--- config.mk ---
export PLATFORM = sky130hd
export DESIGN_NAME = bbox_msg_reader
export DESIGN_NICKNAME = d
export VERILOG_FILES = /design/src/rtl/bbox_msg_reader.sv
export SDC_FILE = /design/constraint.sdc
export NUM_CORES = 1
export LEC_CHECK = 0
export ABC_AREA = 1
export CAP_MARGIN = 20
export CELL_PAD_IN_SITES_DETAIL_PLACEMENT = 0
export CELL_PAD_IN_SITES_GLOBAL_PLACEMENT = 1
export CORE_MARGIN = 2
export CORE_UTILIZATION = 35
export CTS_CLUSTER_DIAMETER = 40
export DETAILED_ROUTE_END_ITERATION = 16
export GPL_ROUTABILITY_DRIVEN = 0
export GPL_TIMING_DRIVEN = 0
export HOLD_SLACK_MARGIN = 0.12
export PLACE_DENSITY = 0.88
export SYNTH_ARGS = -nofsm -noshare
export SYNTH_HDL_FRONTEND = slang
export SYNTH_SLANG_ARGS = --single-unit
--- constraint.sdc ---
create_clock -name clk -period 3.3 [get_ports clk]
set_clock_uncertainty 0.1 [all_clocks]
set_input_delay 0.33 -clock clk [delete_from_list [all_inputs] [get_ports clk]]
set_output_delay 0.33 -clock clk [all_outputs]
set_load 0.005 [all_outputs]
--- src/rtl/bbox_msg_reader.sv ---
// bbox_msg_reader: Avalon-MM master that drains bounding-box messages from the
// image-processor message port and presents one record per colour on a
// valid/ready stream.
//
// Ports:
//   clk, reset        system clock, asynchronous active-high reset
//   m_chipselect      bus chipselect, high only during an access cycle
//   m_read, m_write   single-cycle read / write strobes
//   m_address         word address (0 status, 1 message, 2 ID)
//   m_writedata       write data (flush command)
//   m_readdata        read data, fixed latency 1, no waitrequest
//   flush_req         message-buffer flush request pulse
//   box_valid/ready   record handshake
//   box_colour        0 red .. 5 fuchsia
//   box_x/y_min/max   record coordinates
//   box_present       non-empty box flag
//   id_error          sticky processor ID mismatch
//   set_count         completed 12-word message sets (wrapping)
module bbox_msg_reader #(
    parameter int unsigned POLL_INTERVAL = 1000,
    parameter logic [31:0] EXPECTED_ID   = 32'h1234EEE2,
    parameter bit          ID_CHECK      = 1'b1
) (
    input  logic        clk,
    input  logic        reset,
    output logic        m_chipselect,
    output logic        m_read,
    output logic        m_write,
    output logic [2:0]  m_address,
    output logic [31:0] m_writedata,
    input  logic [31:0] m_readdata,
    input  logic        flush_req,
    output logic        box_valid,
    input  logic        box_ready,
    output logic [2:0]  box_colour,
    output logic [10:0] box_x_min,
    output logic [10:0] box_y_min,
    output logic [10:0] box_x_max,
    output logic [10:0] box_y_max,
    output logic        box_present,
    output logic        id_error,
    output logic [15:0] set_count
);

    typedef enum logic [3:0] {
        StIdRd, StIdWait, StErr, StIdle, StFlush,
        StStRd, StStWait, StMsgRd, StMsgWait, StEmit
    } state_e;

    localparam state_e StReset = ID_CHECK ? StIdRd : StIdle;
    localparam int unsigned TimerW = (POLL_INTERVAL > 2) ? $clog2(POLL_INTERVAL) : 1;
    localparam logic [TimerW-1:0] TimerReload = TimerW'(POLL_INTERVAL - 1);
    localparam logic [7:0] SetWords = 8'd12;
    localparam logic [31:0] FlushCmd = 32'h0000_0010;

    state_e             state_q, state_d;
    logic [TimerW-1:0]  timer_q, timer_d;
    logic               flush_q, flush_d;
    logic               cs_q, cs_d;
    logic               read_q, read_d;
    logic               write_q, write_d;
    logic [2:0]         addr_q, addr_d;
    logic [31:0]        wdata_q, wdata_d;
    logic               valid_q, valid_d;
    logic [2:0]         colour_q, colour_d;
    logic               word_odd_q, word_odd_d;
    logic [10:0]        x_min_q, x_min_d, y_min_q, y_min_d;
    logic [10:0]        x_max_q, x_max_d, y_max_q, y_max_d;
    logic               id_error_q, id_error_d;
    logic [15:0]        set_count_q, set_count_d;

    always_comb begin
        state_d     = state_q;
        timer_d     = timer_q;
        flush_d     = flush_q | flush_req;
        valid_d     = valid_q;
        colour_d    = colour_q;
        word_odd_d  = word_odd_q;
        x_min_d     = x_min_q;
        y_min_d     = y_min_q;
        x_max_d     = x_max_q;
        y_max_d     = y_max_q;
        id_error_d  = id_error_q;
        set_count_d = set_count_q;

        unique case (state_q)
            // Stays one extra cycle so the registered strobe is issued after reset.
            StIdRd:    if (read_q) state_d = StIdWait;
            StIdWait: begin
                if (m_readdata == EXPECTED_ID) begin
                    state_d = StIdle;
                end else begin
                    id_error_d = 1'b1;
                    state_d    = StErr;
                end
            end
            StErr:     state_d = StErr;
            StIdle: begin
                if (flush_q) begin
                    // Flush wins; a timer already at zero polls right after it.
                    state_d = StFlush;
                    if (timer_q != '0) timer_d = timer_q - 1'b1;
                end else if (timer_q == '0) begin
                    state_d = StStRd;
                    timer_d = TimerReload;
                end else begin
                    timer_d = timer_q - 1'b1;
                end
            end
            StFlush: begin
                flush_d = flush_req;
                state_d = StIdle;
            end
            StStRd:    state_d = StStWait;
            StStWait: begin
                if (m_readdata[15:8] >= SetWords) begin
                    colour_d   = 3'd0;
                    word_odd_d = 1'b0;
                    state_d    = StMsgRd;
                end else begin
                    state_d = StIdle;
                end
            end
            StMsgRd:   state_d = StMsgWait;
            StMsgWait: begin
                if (!word_odd_q) begin
                    x_min_d    = m_readdata[26:16];
                    y_min_d    = m_readdata[10:0];
                    word_odd_d = 1'b1;
                    state_d    = StMsgRd;
                end else begin
                    x_max_d = m_readdata[26:16];
                    y_max_d = m_readdata[10:0];
                    valid_d = 1'b1;
                    state_d = StEmit;
                end
            end
            StEmit: begin
                if (box_ready) begin
                    valid_d    = 1'b0;
                    word_odd_d = 1'b0;
                    if (colour_q == 3'd5) begin
                        colour_d    = 3'd0;
                        set_count_d = set_count_q + 16'd1;
                        state_d     = StIdle;
                    end else begin
                        colour_d = colour_q + 3'd1;
                        state_d  = StMsgRd;
                    end
                end
            end
            default:   state_d = StReset;
        endcase
    end

    // Bus strobes are registered: they are high exactly while the FSM sits in an access state.
    always_comb begin
        cs_d    = 1'b0;
        read_d  = 1'b0;
        write_d = 1'b0;
        addr_d  = 3'd0;
        wdata_d = 32'h0;
        case (state_d)
            StIdRd: begin
                cs_d   = 1'b1;
                read_d = 1'b1;
                addr_d = 3'd2;
            end
            StStRd: begin
                cs_d   = 1'b1;
                read_d = 1'b1;
                addr_d = 3'd0;
            end
            StMsgRd: begin
                cs_d   = 1'b1;
                read_d = 1'b1;
                addr_d = 3'd1;
            end
            StFlush: begin
                cs_d    = 1'b1;
                write_d = 1'b1;
                addr_d  = 3'd0;
                wdata_d = FlushCmd;
            end
            default: ;
        endcase
    end

    always_ff @(posedge clk or posedge reset) begin
        if (reset) begin
            state_q     <= StReset;
            timer_q     <= TimerReload;
            flush_q     <= 1'b0;
            cs_q        <= 1'b0;
            read_q      <= 1'b0;
            write_q     <= 1'b0;
            addr_q      <= 3'd0;
            wdata_q     <= 32'h0;
            valid_q     <= 1'b0;
            colour_q    <= 3'd0;
            word_odd_q  <= 1'b0;
            x_min_q     <= 11'd0;
            y_min_q     <= 11'd0;
            x_max_q     <= 11'd0;
            y_max_q     <= 11'd0;
            id_error_q  <= 1'b0;
            set_count_q <= 16'd0;
        end else begin
            state_q     <= state_d;
            timer_q     <= timer_d;
            flush_q     <= flush_d;
            cs_q        <= cs_d;
            read_q      <= read_d;
            write_q     <= write_d;
            addr_q      <= addr_d;
            wdata_q     <= wdata_d;
            valid_q     <= valid_d;
            colour_q    <= colour_d;
            word_odd_q  <= word_odd_d;
            x_min_q     <= x_min_d;
            y_min_q     <= y_min_d;
            x_max_q     <= x_max_d;
            y_max_q     <= y_max_d;
            id_error_q  <= id_error_d;
            set_count_q <= set_count_d;
        end
    end

    assign m_chipselect = cs_q;
    assign m_read       = read_q;
    assign m_write      = write_q;
    assign m_address    = addr_q;
    assign m_writedata  = wdata_q;
    assign box_valid    = valid_q;
    assign box_colour   = colour_q;
    assign box_x_min    = x_min_q;
    assign box_y_min    = y_min_q;
    assign box_x_max    = x_max_q;
    assign box_y_max    = y_max_q;
    assign box_present  = (x_min_q <= x_max_q) && (y_min_q <= y_max_q);
    assign id_error     = id_error_q;
    assign set_count    = set_count_q;

endmodule
# == After elaboration in Yosys (flattened, before gate mapping) ==
# Cells that the tools add are included.
# totals
regBits,119
in_bits,36
output_inout_bits,104
word_cells,89
# classes
n_addsub,3
n_lt_le_gt_ge,3
n_eq_ne,18
n_mux,27
n_bitwise,3
reduce_logical,18
# ops
operator,n
$pmux W4 S10,1
$eq A32 B29 Y1 const B,1
$mux W10,3
$eq A4 B3 Y1 const B,7
$le A11 B11 Y1,2
$mux W4,5
$add A16 B1 Y16 const B,1
$mux W3,5
$reduce_and A3 Y1,4
$logic_not A10 Y1,1
$reduce_bool A10 Y1,1
$sub A10 B1 Y10 const B,1
$eq A4 B2 Y1 const B,2
$eq A4 B4 Y1 const B,2
$ge A8 B4 Y1 const B,1
$logic_not A4 Y1,2
$mux W1,8
$reduce_and A2 Y1,4
$ne A2 B2 Y1 const B,3
$pmux W3 S2,1
$mux W5,1
$eq A4 B1 Y1 const B,1
$pmux W2 S2,1
$reduce_bool A2 Y1,2
other kinds (11),12

# == Logic depth before layout (Yosys ltp) ==
# Gate-level depths: netlist of the first run.
# logic_depth
word_depth,7
ltp_mapped,11

# == Worst setup path before layout of the first run ==
# OpenSTA, ideal clock, no wires.
# synth_path
kind,reg2out
startpoint,"register y_min_q[10], in the netlist box_y_min[10]"
endpoint,output box_present
t_arrival_ps,1296
required_ps,2870
setup_slack_ps,1574
stages_incl_launch_ff,8
n_path_buf,0
cell_sequence,dfrtp_1 -> ha_1 -> nand2_1 -> nor4b_1 -> nand4_1 -> nand2_1 -> nand2_1 -> inv_1
# synth_between
elab_chain_len,2
# synth_lines
element,line_no,rtl
from (decl),67,"logic [10:0] x_min_q, x_min_d, y_min_q, y_min_d;"
from (signal assigned),221,y_min_q <= y_min_d;
$le A11 B11 Y1,240,assign box_present = (x_min_q <= x_max_q) && (y_min_q <= y_max_q);
$logic_and A1 B1 Y1,240,
to (decl),40,"output logic box_present,"
# No other way between the ends.

# == Worst setup path after layout of the first run ==
# Same ends and word-level chain as after synthesis.

==> flow_summary.toml, run 1 <==
[status]
outcome = "finished, final reports clean"

[place]
pre_cts_ws_ns = 0.933
port_buffers = 107
hpwl_um = 9250

[global_routing]
grt_overflow = 0
grt_busiest_layer = "met2"
grt_max_degree = 67
antenna_found_initial = 0
grt_util_met1_pct = 22.2
grt_pass1_vias = 4213
grt_first_pass_wirelength_um = 20000
grtUsageMet2_pct = 28.2
grtUsageMet3_pct = 3.76
grt_usage_pct = 17.3

[detailed_routing]
drc = 0
drt_first_pass_iters = 4
ant_nets = 0
dr.first_iter.drc_count = 143
vias = 4202
wl_per_cell_um = 13.1
vias_per_cell = 4.56
drt_wl_total_um = 12100

[pwr]
fin_total_pwr_mw = 2.38
internal_power_mw = 1.80
irDropWorstVdd_mv = 0.252
p_sw_share_pct = 24.6
switchingPower_mw = 0.586
pwr-share-seq_pct = 45.6
powerDensity_nw_per_um2 = 364
p_comb_share_pct = 8.9
power.static_leakage_nw = 3.61
clockPowerShare_pct = 45.5

[logic_synthesis]
synth_warnings = 0
synthTopCellsByArea = "dfrtp_1, nand2_1, inv_1"
synth_top_flop_cell = "dfrtp_1"
ys_ff_latch = 86
syn_inst = 590
ys_seq_area_share_pct = 45.0
synth_edf_count = 0
syn_area_um2 = 4800
synthArstFlopShare_pct = 100
syn_area_per_cell_um2 = 8.14
synth_top_area_cell = "dfrtp_1"
synth_cell_types = 38
yosysTopAreaCellShare_pct = 40.7

[sta]
max_slew_margin_pct = 62.6
slew_viol_final = 0
setup_viol = 0
fin_crit_sh_pct = 82.7
rsz0062_at_grt = "no"
tns_ns = 0
fmax_mhz = 367
worst_slew_pin_slew_ns = 0.561
fin_ws_ns = 0.572
final-hold-violation-count = 0
min_period_ns = 2.73

[floorplanning]
core_um2 = 13300
die_h_um = 121
num_rows = 42
io_pins = 140
die_x_um = 121
dieArea_um2 = 14700
start_util_pct = 36.1

[clocking]
clk_path_buf_depth = 2
post_cts_resized = 0
ctsHoldBuffers = 0
root_buffer = "clkbuf_16"
clock_sinks = 86
post-cts-setup-buffers = 0
h-tree-depth = 3
clk_latency_ns = 0.35
cts_inserted_buffers = 9
cts_tree = "done"
cts.clk_slew.worst_paths_ns = 0.07

[worst_setup_path]
reg2reg_from = "timer_q[0]"
crit_end = "box_present"
critPathKind = "flop to output port"
cp.required_ns = 2.87
crit_arrival_ns = 2.30
cp-startpoint = "box_y_min[10]"
reg2reg_to = "timer_q[8]"
worstSetupEndpointType = "output port"
critPathMaxFanout = 3
worstRegToRegCells = 10
ff2ff_setup_slack_ns = 1.45
start_kind = "flop"

[finish]
drive_gt1_share_pct = 11.0
nets = 800
area_delta_synth_final_pct = 36.5
antennaDiodeCount = 0
num-fill-cells = 1301

[flow_run]
cap_violations = 0

[worst_hold_path]
holdCritPathClass = "input pin to asynchronous set/reset pin"
## synthesized netlist by cell type (2+ instances only)
cell type,number
nand4_1,6
dfstp_2,8
o21a_1,3
nand2_1,150
a21oi_1,13
nor2_2,3
a21o_1,2
o211ai_1,4
dfrtp_1,78
ha_1,24
o21ai_0,54
nand3_2,2
inv_1,86
xnor2_1,7
nand3_1,16
o22ai_1,2
nor2_4,4
a31oi_1,2
nor3_1,5
clkbuf_1,7
nor2_1,46
buf_4,35
xor2_1,15
nand2_2,4
## worst min-delay path by stage
stage | from | end | slack (ns) | depth (start not counted)
after global routing | reset | box_x_max[6] | 0.21 | 2
after CTS | reset | box_x_max[6] | 0.18 | 2
after detailed placement | id_error | id_error | 0.36 | 1
after floorplan | flush_req | flush_q | 0.32 | 1
final | reset | box_x_max[6] | 0.18 | 2
after global placement | id_error | id_error | 0.34 | 1
## stage by stage
| stage | cells | hold WS (ns) | utilization, % | cell area (um^2) |
|---|---|---|---|---|
| final | 921 | 0.185 | 49.3 | 6550 |
| after global routing | 921 | 0.209 | 49.3 | 6550 |
| after CTS | 921 | 0.185 | 49.3 | 6550 |
| after detailed placement | 905 | 0.357 | 46.9 | 6240 |
| after global placement | 904 | 0.343 | 46.7 | 6210 |
| after floorplan | 621 | 0.322 | - | 4920 |
## area by class of cell
class                           count  area, um^2  area share (%)
Inverter                           89         338            5.15
Sequential cell                    86        2160            33.0
Clock inverter                      6        76.3            1.16
Tap cell                          176         220            3.36
Multi-Input combinational cell    402        2110            32.3
Timing Repair Buffer              108        1100            16.8
Clock buffer                       10         239            3.65
Buffer                             44         305            4.66
## per-layer routing
layer  share of wire [%]  routed length (um)  vias up
met3                 5.1                 615       16
met2                  48                5770      121
met1                  45                5470     1976
met4                 1.9                 227        0
li1                    -                   -     2089
met5                   0                   0        -
## kinds of logic (layout without fill, tap and decap cells)
| logic type | count (synthesis) | count (layout) | share of synthesized area (%) |
|---|---|---|---|
| other | 1 | 32 | 0.0781 |
| buffers and inverters | 133 | 257 | 13.3 |
| AOI/OAI and AO/OA | 81 | 81 | 9.10 |
| and+or+nand+nor | 243 | 243 | 22.2 |
| DFF | 86 | 86 | 45.0 |
| adders and majority gates | 24 | 24 | 6.25 |
| xor gates and xnor gates | 22 | 22 | 4.01 |
## sequential cells by signal, indices dropped and copies added (netlist names)
name          flops
box_y_min        11
m_read            1
m_address         2
box_x_max        11
box_y_max        11
state_q           4
m_writedata       1
set_count        16
flush_q           1
box_x_min        11
m_chipselect      1
word_odd_q        1
id_error          1
box_colour        3
box_valid         1
timer_q          10
## cells in the final DEF (no fill, tap or decap), types with 3 or more instances in the layout
cell / instances
nand2_1: 150
clkdlybuf4s50_1: 107
inv_1: 85
dfrtp_1: 78
o21ai_0: 54
nor2_1: 46
buf_4: 35
conb_1: 32
ha_1: 24
nand3_1: 16
xor2_1: 15
a21oi_1: 13
clkbuf_16: 9
dfstp_2: 8
clkbuf_1: 7
xnor2_1: 7
nand4_1: 6
nor3_1: 5
nor2_4: 4
nand2_2: 4
o211ai_1: 4
nor2_2: 3
o21a_1: 3
## power groups by stage
stage	clock network [mW]	registers, mW	logic (mW)
final	1.09	1.09	0.212
after global routing	1.15	1.09	0.243
after CTS	1.11	1.09	0.214
after detailed placement	0	1.11	0.214
after global placement	0	1.11	0.204
after floorplan	0	1.10	0.120
## critical path, cell delays in order, from the launching register on
cell	delay, ns
dfrtp_1	0.42
ha_1	0.33
nand2_1	0.08
nor4b_1	0.28
nand4_1	0.12
nand2_1	0.12
nand2_1	0.06
inv_1	0.05
clkdlybuf4s50_1	0.50
No activity file was read; power rests on OpenSTA's default activity.
==> run 2, diff against run 1 <==
--- a/config.mk
+++ b/config.mk
@@ -10,13 +10,13 @@
 export CELL_PAD_IN_SITES_DETAIL_PLACEMENT = 0
 export CELL_PAD_IN_SITES_GLOBAL_PLACEMENT = 1
 export CORE_MARGIN = 2
-export CORE_UTILIZATION = 35
+export CORE_UTILIZATION = 31
 export CTS_CLUSTER_DIAMETER = 40
 export DETAILED_ROUTE_END_ITERATION = 16
 export GPL_ROUTABILITY_DRIVEN = 0
 export GPL_TIMING_DRIVEN = 0
 export HOLD_SLACK_MARGIN = 0.12
-export PLACE_DENSITY = 0.88
+export PLACE_DENSITY = 0.83
 export SYNTH_ARGS = -nofsm -noshare
 export SYNTH_HDL_FRONTEND = slang
 export SYNTH_SLANG_ARGS = --single-unit
==> constraint.sdc (replaced) <==
create_clock -name clk -period 2.4 [get_ports clk]
set_clock_uncertainty 0.1 [all_clocks]
set_input_delay 0.24 -clock clk [delete_from_list [all_inputs] [get_ports clk]]
set_output_delay 0.24 -clock clk [all_outputs]
set_load 0.005 [all_outputs]
==> flow_summary.toml, run 2 (synthesized netlist as in run 1, its figures left out) <==
[detailed_routing]
vias_per_cell = 4.33
drt_wl_total_um = 12300
dr.first_iter.drc_count = 170
drt_first_pass_iters = 4
ant_nets = 0
vias = 4079
wl_per_cell_um = 13.1
drc = 0

[clocking]
root_buffer = "clkbuf_16"
cts_tree = "done"
ctsHoldBuffers = 0
cts.clk_slew.worst_paths_ns = 0.07
clk_path_buf_depth = 2
clock_sinks = 86
h-tree-depth = 3
clk_latency_ns = 0.34
cts_inserted_buffers = 9

[finish]
largest_reg_flops = 16
area_delta_synth_final_pct = 38.4
num-fill-cells = 1484
antennaDiodeCount = 0
nets = 809
mostFrequentLayoutCell = "nand2_1"
mostFrequentLayoutCells = "nand2_1, clkdlybuf4s50_1, inv_1, dfrtp_1, o21ai_0"
multi_input_area_um2 = 2150
drive_gt1_share_pct = 12.4
seqCellArea_um2 = 2160

[pwr]
power.static_leakage_nw = 3.63
pwr-share-seq_pct = 46.8
internal_power_mw = 2.45
p_sw_share_pct = 23.3
powerDensity_nw_per_um2 = 480
p_comb_share_pct = 9.2
clockPowerShare_pct = 44.0
switchingPower_mw = 0.744
irDropWorstVdd_mv = 0.391

[worst_setup_path]
cpPeakStageDelay_ns = 0.40
worstSetupEndpointType = "output port"
cp.required_ns = 2.06
critPathKind = "flop to output port"
cp_slowest_cell = "dfrtp_1"
ff2ff_setup_slack_ns = 0.49
critPathMaxFanout = 2
crit_arrival_ns = 1.84
cp_common_cell = "nand2_1"
crit_chain = "ha_1 -> nand2_1 -> nor4b_2 -> nand4_1 -> nand2_1 -> nand2_1 -> inv_1 -> clkbuf_2"
start_kind = "flop"

[global_routing]
grt_first_pass_wirelength_um = 19800
grt_usage_pct = 15.3
antenna_found_initial = 0
grt_overflow = 0
grt_pass1_vias = 3949
grt_max_degree = 42

[status]
outcome = "finished, final reports clean"

[sta]
worst_slew_pin_slew_ns = 0.643
slew_viol_final = 0
tns_ns = 0
final-hold-violation-count = 0
fin_crit_sh_pct = 90.9
max_slew_margin_pct = 57.2
fin_ws_ns = 0.219
rsz0062_at_grt = "no"
fmax_mhz = 459
min_period_ns = 2.18
holdWs_ns = 0.142
setup_viol = 0

[place]
port_buffers = 107
hpwl_um = 9280
pre_cts_ws_ns = 0.105

[floorplanning]
start_util_pct = 31.7
num_rows = 45
die_h_um = 128
core_um2 = 15100
die_x_um = 128
dieArea_um2 = 16500
io_pins = 140

[worst_hold_path]
holdCritPathClass = "input pin to asynchronous set/reset pin"

[flow_run]
cap_violations = 0
-- run 2: cell types whose count changed in the layout (fill, tap and decap cells not counted), sizes merged --
cell           change
clkinvlp           +2
buf                +9
inv                -4
clkbuf             +2
clkdlybuf4s50      -1
-- run 2: power by group through the flow --
stage | clock [mW] | combinational, mW | sequential, mW
5_1_grt | 1.51 | 0.334 | 1.50
4_1_cts | 1.44 | 0.297 | 1.49
2_1_floorplan | 0 | 0.165 | 1.52
3_5_place_dp | 0 | 0.295 | 1.52
6_report | 1.40 | 0.294 | 1.49
3_3_place_gp | 0 | 0.286 | 1.52
-- run 2: metrics by stage --
step / area (um^2) / std cells / power (mW) / utilization (%)
floorplan: 4920 / 621 / 1.68 / -
global placement: 6230 / 916 / 1.81 / 41.1
detailed placement: 6270 / 918 / 1.82 / 41.4
CTS: 6610 / 937 / 3.23 / 43.6
global route: 6640 / 941 / 3.34 / 43.9
finish: 6640 / 941 / 3.19 / 43.9
-- run 2: worst paths after layout --
path                              start           end  cells past startpoint
setup reg to reg             state_q[1]  box_x_max[7]                      4
setup / recovery           box_y_min[9]   box_present                      8
hold reg to reg                id_error      id_error                      1
min in group clk               id_error      id_error                      1
hold / removal                    reset  box_y_max[1]                      2
max in group asynchronous         reset    timer_q[8]                      3
-- run 2: per-layer routing --
layer,GRT usage [%],part of all wire [%]
met1,20.2,48
met2,24.9,46
met3,3.16,4.9
met4,6.01,1.9
met5,0,0
-- run 2: repair_timing --
item,4_1_cts,5_1_grt
endpoints found under the setup margin,1,1
resized for setup,3,3
pin swaps,2,5
setup buffers,4,4
-- run 2: cell type report --
class,instances,area share [%]
well taps,188,3.54
inverters,89,5.10
multi-input cells,402,32.3
clock inverters,4,0.716
clock buffers,11,3.65
flip-flops and latches,86,32.5
repair buffers,117,17.6
plain buffers,44,4.60
-- run 2: critical path: cells and delay by family (launching register included) --
family	cells	cell delay [ns]
fa+ha+maj	1	0.31
buf+inv	2	0.15
flops	1	0.40
simple gates	5	0.64
